File: src/rtl/hack_ram_dp_clr_if.sv
// Port bundle for hack_ram_dp_clr: clear request/busy, write port and registered read port.
// The RAM takes the slave modport and the client takes the master modport.
interface hack_ram_dp_clr_if #(
    parameter int unsigned DATA_W = 16,
    parameter int unsigned ADDR_W = 6
);
    logic              clr_req;
    logic              busy;
    logic              wr_en;
    logic [ADDR_W-1:0] wr_addr;
    logic [DATA_W-1:0] wr_data;
    logic              rd_en;
    logic [ADDR_W-1:0] rd_addr;
    logic [DATA_W-1:0] rd_data;
    logic              rd_valid;

    modport master (
        output clr_req, wr_en, wr_addr, wr_data, rd_en, rd_addr,
        input  busy, rd_data, rd_valid
    );

    modport slave (
        input  clr_req, wr_en, wr_addr, wr_data, rd_en, rd_addr,
        output busy, rd_data, rd_valid
    );
endinterface

File: src/rtl/hack_ram_dp_clr.sv
// Simple-dual-port Hack data RAM with a registered read port and a built-in clear engine.
// Optional macro RAM_BYPASS_EN: same-address read and write in one cycle returns the new data.
module hack_ram_dp_clr #(
    parameter int unsigned DATA_W = 16,
    parameter int unsigned ADDR_W = 6
) (
    input  logic            clk,
    input  logic            rst,
    hack_ram_dp_clr_if.slave bus
);
    localparam int unsigned DEPTH = 2 ** ADDR_W;
    localparam logic [ADDR_W-1:0] LastAddr = ADDR_W'(DEPTH - 1);

    localparam logic [0:0] StClear = 1'b0;
    localparam logic [0:0] StIdle  = 1'b1;

    logic [0:0]        state_q, state_d;
    logic [ADDR_W-1:0] cnt_q, cnt_d;
    logic [DATA_W-1:0] mem [DEPTH];

    logic              mem_we;
    logic [ADDR_W-1:0] mem_waddr;
    logic [DATA_W-1:0] mem_wdata;
    logic [DATA_W-1:0] rd_word;
    logic [DATA_W-1:0] rd_data_q;
    logic              rd_valid_q;
    logic              port_ok;

    // Client ports are live only in IDLE and only when no clear is being requested.
    assign port_ok = (state_q == StIdle) && !bus.clr_req;

    always_comb begin
        state_d = state_q;
        cnt_d   = cnt_q;
        case (state_q)
            StClear: begin
                cnt_d = cnt_q + 1'b1;
                if (cnt_q == LastAddr) begin
                    state_d = StIdle;
                end
            end
            StIdle: begin
                if (bus.clr_req) begin
                    state_d = StClear;
                    cnt_d   = '0;
                end
            end
            default: state_d = StClear;
        endcase
    end

    always_ff @(posedge clk or negedge rst) begin
        if (!rst) begin
            state_q <= StClear;
            cnt_q   <= '0;
        end else begin
            state_q <= state_d;
            cnt_q   <= cnt_d;
        end
    end

    // Single physical write port shared by the clear engine and the client.
    always_comb begin
        if (state_q == StClear) begin
            mem_we    = 1'b1;
            mem_waddr = cnt_q;
            mem_wdata = '0;
        end else begin
            mem_we    = port_ok && bus.wr_en;
            mem_waddr = bus.wr_addr;
            mem_wdata = bus.wr_data;
        end
    end

    always_ff @(posedge clk) begin
        if (mem_we) begin
            mem[mem_waddr] <= mem_wdata;
        end
    end

`ifdef RAM_BYPASS_EN
    assign rd_word = (bus.wr_en && (bus.wr_addr == bus.rd_addr)) ? bus.wr_data
                                                                 : mem[bus.rd_addr];
`else
    assign rd_word = mem[bus.rd_addr];
`endif

    always_ff @(posedge clk or negedge rst) begin
        if (!rst) begin
            rd_data_q  <= '0;
            rd_valid_q <= 1'b0;
        end else begin
            rd_valid_q <= port_ok && bus.rd_en;
            if (port_ok && bus.rd_en) begin
                rd_data_q <= rd_word;
            end
        end
    end

    assign bus.busy     = (state_q == StClear);
    assign bus.rd_data  = rd_data_q;
    assign bus.rd_valid = rd_valid_q;
endmodule

File: src/flat_wrapper.sv
// flat-port wrapper written by rule: the top's interface ports become plain ports
module hack_ram_dp_clr_flat 
#(
    parameter int unsigned DATA_W = 16,
    parameter int unsigned ADDR_W = 6
)
  (clk, rst, bus_clr_req, bus_wr_en, bus_wr_addr, bus_wr_data, bus_rd_en, bus_rd_addr, bus_busy, bus_rd_data, bus_rd_valid);
  hack_ram_dp_clr_if #(.DATA_W(DATA_W), .ADDR_W(ADDR_W)) bus_i ();
  input  logic clk;
  input  logic rst;
  input wire logic [$bits(bus_i.clr_req)-1:0] bus_clr_req;
  input wire logic [$bits(bus_i.wr_en)-1:0] bus_wr_en;
  input wire logic [$bits(bus_i.wr_addr)-1:0] bus_wr_addr;
  input wire logic [$bits(bus_i.wr_data)-1:0] bus_wr_data;
  input wire logic [$bits(bus_i.rd_en)-1:0] bus_rd_en;
  input wire logic [$bits(bus_i.rd_addr)-1:0] bus_rd_addr;
  output wire logic [$bits(bus_i.busy)-1:0] bus_busy;
  output wire logic [$bits(bus_i.rd_data)-1:0] bus_rd_data;
  output wire logic [$bits(bus_i.rd_valid)-1:0] bus_rd_valid;
  assign bus_i.clr_req = bus_clr_req;
  assign bus_i.wr_en = bus_wr_en;
  assign bus_i.wr_addr = bus_wr_addr;
  assign bus_i.wr_data = bus_wr_data;
  assign bus_i.rd_en = bus_rd_en;
  assign bus_i.rd_addr = bus_rd_addr;
  assign bus_busy = bus_i.busy;
  assign bus_rd_data = bus_i.rd_data;
  assign bus_rd_valid = bus_i.rd_valid;
  hack_ram_dp_clr #(.DATA_W(DATA_W), .ADDR_W(ADDR_W)) u_core (.clk(clk), .rst(rst), .bus(bus_i));
endmodule
File: config.mk
export PLATFORM = sky130hd
export DESIGN_NAME = hack_ram_dp_clr_flat
export DESIGN_NICKNAME = d
export VERILOG_FILES = /design/src/rtl/hack_ram_dp_clr_if.sv /design/src/rtl/hack_ram_dp_clr.sv /design/src/flat_wrapper.sv
export SDC_FILE = /design/constraint.sdc
export NUM_CORES = 1
export LEC_CHECK = 0
export BUFFER_PORTS_ARGS = -buffer_cell sky130_fd_sc_hd__buf_4
export CAP_MARGIN = 0
export CORE_MARGIN = 5
export CORE_UTILIZATION = 57
export DETAILED_ROUTE_END_ITERATION = 8
export PLACE_DENSITY = 0.83
export SYNTH_ARGS = -nofsm -noshare
export SYNTH_HDL_FRONTEND = slang
export SYNTH_SLANG_ARGS = --single-unit
File: constraint.sdc
create_clock -name clk -period 5.7 [get_ports clk]
set_clock_uncertainty 0.2 [all_clocks]
set_input_delay 0.855 -clock clk [delete_from_list [all_inputs] [get_ports clk]]
set_output_delay 0.855 -clock clk [all_outputs]
set_load 0.01 [all_outputs]
==> metrics <==
Most used DFF post-synth=edfxtp_1; worst-path fanout max=41; Initial Util=57.23%; final-report setup violation count=0; fin crit period=roughly 4.3 ns; r2r setup slk=between 1 and 1.5 ns; Post-CTS Repair Setup Buffers=0; Tot GR Track Use=25.05%; via-per-instance ratio=just under 7; Die Footprint=between 70000 and 80000 sq um; gpl congestion=0.8758; Crit path arrival time=approximately 4.4 ns; initial antenna violation count=2; final worst-path cycle share=roughly three quarters; global-route wire length before repair=between 100000 and 150000 microns; cts bufs inserted=about 100; CTS sink count=between 1000 and 1500; largest net degree at the start of global routing=74; Worst path depth=7; cell repeated most along the worst path=nor2_1; Row Count=a little under 100; Fin. Hold Viols=0; Pre-Repair DR Iteration Count=7; yosys warns=0; unrepaired setup endpoints after global routing=no; Post-synth EDFFs=just over 1000; synthesized area per cell=slightly above 20 sq um; reg2reg start=u_core.state_q; Fmax=approximately 230 MHz; Synth Cell Area=~41000 sq um; Port Buffers=50; Post-synth ARST share=under 10%; Hold Path Class=in2reg; Crit path max-delay family=simple AND/OR/NAND/NOR gates; Yosys top cell area share=about three quarters; PD cells=a little under 400 nW/um^2; Worst-Margin Slew=1.438 ns; Max IR drop VDD=0.2897 mV; initial drt markers=about 3200; worst r2r path cells=7; final core utilization=roughly 64%; Layout area overhead=11.87%; sequential-to-total area share from yosys stat=77.03%; Total Wirelength=a little under 100000 microns; cells after synthesis=around 2000; CTS root buf=clkbuf_16; crit path buf inv count=2; Ant. Diodes=0; worst path cell trace=clkinv_1 > nor2_1 > nand3b_1 > o21ai_0 > nand2_1 > nor2_1 > buf_4; biggest area consumer among synthesized cells=edfxtp_1; critical path class=reg2reg; DRC Markers=0; Fin Setup TNS=0 ns; Hold Path End=u_core.cnt_q[5]; ranking of synthesized cells by area=edfxtp_1, mux4_2, mux2i_1; post-route ant nets=0; Worst Setup Start Kind=flip-flop; CTS tree=done; Distinct cells, synth=42; Worst Setup End Kind=flip-flop; vias in the first global route=21240; syn nets=about 2000; min setup slack post-route=~1.4 ns; Worst-path clk slew=around 0.060 ns; run status=finished, final reports clean; Synth Register Bits=~1000; Ports=51; Post-DP Area=42490 sq um; Pleak=around 15 nW; Final Power=roughly 0.018 W; Commonest cells post-synth=edfxtp_1, mux2i_1, mux4_2, a22oi_1, nor2_1; Sequential cell area=around 31000 sq um; CP Launch Point=u_core.state_q; clock latency at the later pin of the worst-skew pair=0.68 ns; hold path startpoint=bus_clr_req; multi-input logic area=about 8700 sq um; Die Span Y=277.2 microns; Max Cap Viol=0; CTS Buffer Depth=3; fillers=4458; Via Count=21190; Max Slew Vio Count=0; Final Instance Area=around 46000 sq um; Core Region=roughly 71000 sq um; CP peak stage delay=1.04 ns; hpwl dp=54930 microns; share of cells above drive strength 1=approximately a fifth; CTS H-Tree Depth=3; Hold Path Stages=2; reg-to-reg endpoint=u_core.mem[28][4]; Die Wd=approximately 280 microns; Setup WS pre-CTS=between 1 and 1.5 ns; Slew headroom=4.158%; nets=between 2000 and 2500; GRT Residual Overflow=0; Worst EP required=about 5.8 ns; per-cell routed wire length=approximately 31 microns; slowest CP cell=dfrtp_1; most instantiated library cell after synthesis=edfxtp_1
-- registers in the layout, summed over array words and instances (netlist names) --
signal and count:
u_core.bus.rd_valid 1, u_core.state_q 1, u_core.cnt_q 6, u_core.mem 1024, u_core.bus.rd_data 16
-- how the worst max path moves through the flow --
stage                              to  slack, ns
4_1_cts             u_core.mem[28][4]       1.65
5_1_grt             u_core.mem[28][4]       1.26
2_1_floorplan   u_core.bus.rd_data[4]       2.70
3_5_place_dp   u_core.bus.rd_data[13]       1.36
3_3_place_gp    u_core.bus.rd_data[8]       1.39
6_report            u_core.mem[28][4]       1.41
-- layer usage --
layer  track usage, %  part of all wire (%)  vias up
met5                0                0.0072        -
met4            9.633                   4.3        2
met3            5.665                    12      293
met2            40.41                    49     1572
met1            34.04                    35    10810
li1                 -                     -     8508
-- kinds of logic (layout without fill, tap and decap cells) --
kind of cell,Yosys count,after routing,synth area share [%]
compound gates,240,240,4.402
flops,1048,1048,77.03
mux,402,402,14.98
buf+inv,122,333,1.632
fa+ha+maj,1,1,0.03074
simple gates,163,163,1.842
xor+xnor,4,4,0.08610
-- placed cells by master (no fill, tap or decap), types with 24 or more instances in the layout --
| cell type | count |
|---|---|
| a211oi_1 | 32 |
| a22oi_1 | 80 |
| buf_4 | 145 |
| clkbuf_16 | 101 |
| clkinv_1 | 26 |
| dfrtp_1 | 24 |
| edfxtp_1 | 1024 |
| mux2i_1 | 225 |
| mux4_2 | 147 |
| nand2_1 | 30 |
| nor2_1 | 69 |
-- timing repair --
item	4_1_cts	5_1_grt
resized for setup	0	0
setup endpoints to repair	0	0
endpoints found under the hold margin	24	0
hold buffers	1	0
-- report_power, final --
part | internal (W) | switching (W) | leakage, nW
registers | 0.00911 | 0.000290 | 9.81
logic | 0.000623 | 0.00128 | 3.98
clock network | 0.00346 | 0.00273 | 1.47
-- final cells by class --
class	count	area share, %
flip-flops and latches	1048	68.85
multi-input cells	810	19.16
clock buffers	120	5.708
repair buffers	153	2.677
well taps	950	2.611
clock inverters	54	0.9426
inverters	6	0.04946
-- worst register-to-register path, stage by stage, from the launching register on --
cell and delay (ns):
dfrtp_1 1.04, clkinv_1 0.61, nor2_1 0.31, nand3b_1 0.10
o21ai_0 0.25, nand2_1 0.53, nor2_1 0.55, buf_4 0.36
-- per-stage QoR --
step	hold slack [ns]	std cells
final	0.2502	3141
after global routing	0.2406	3141
after CTS	0.2018	3141
after detailed placement	0.3585	2966
after global placement	0.3356	2966
after floorplan	0.3098	1980
No activity file was read; power rests on OpenSTA's default activity.
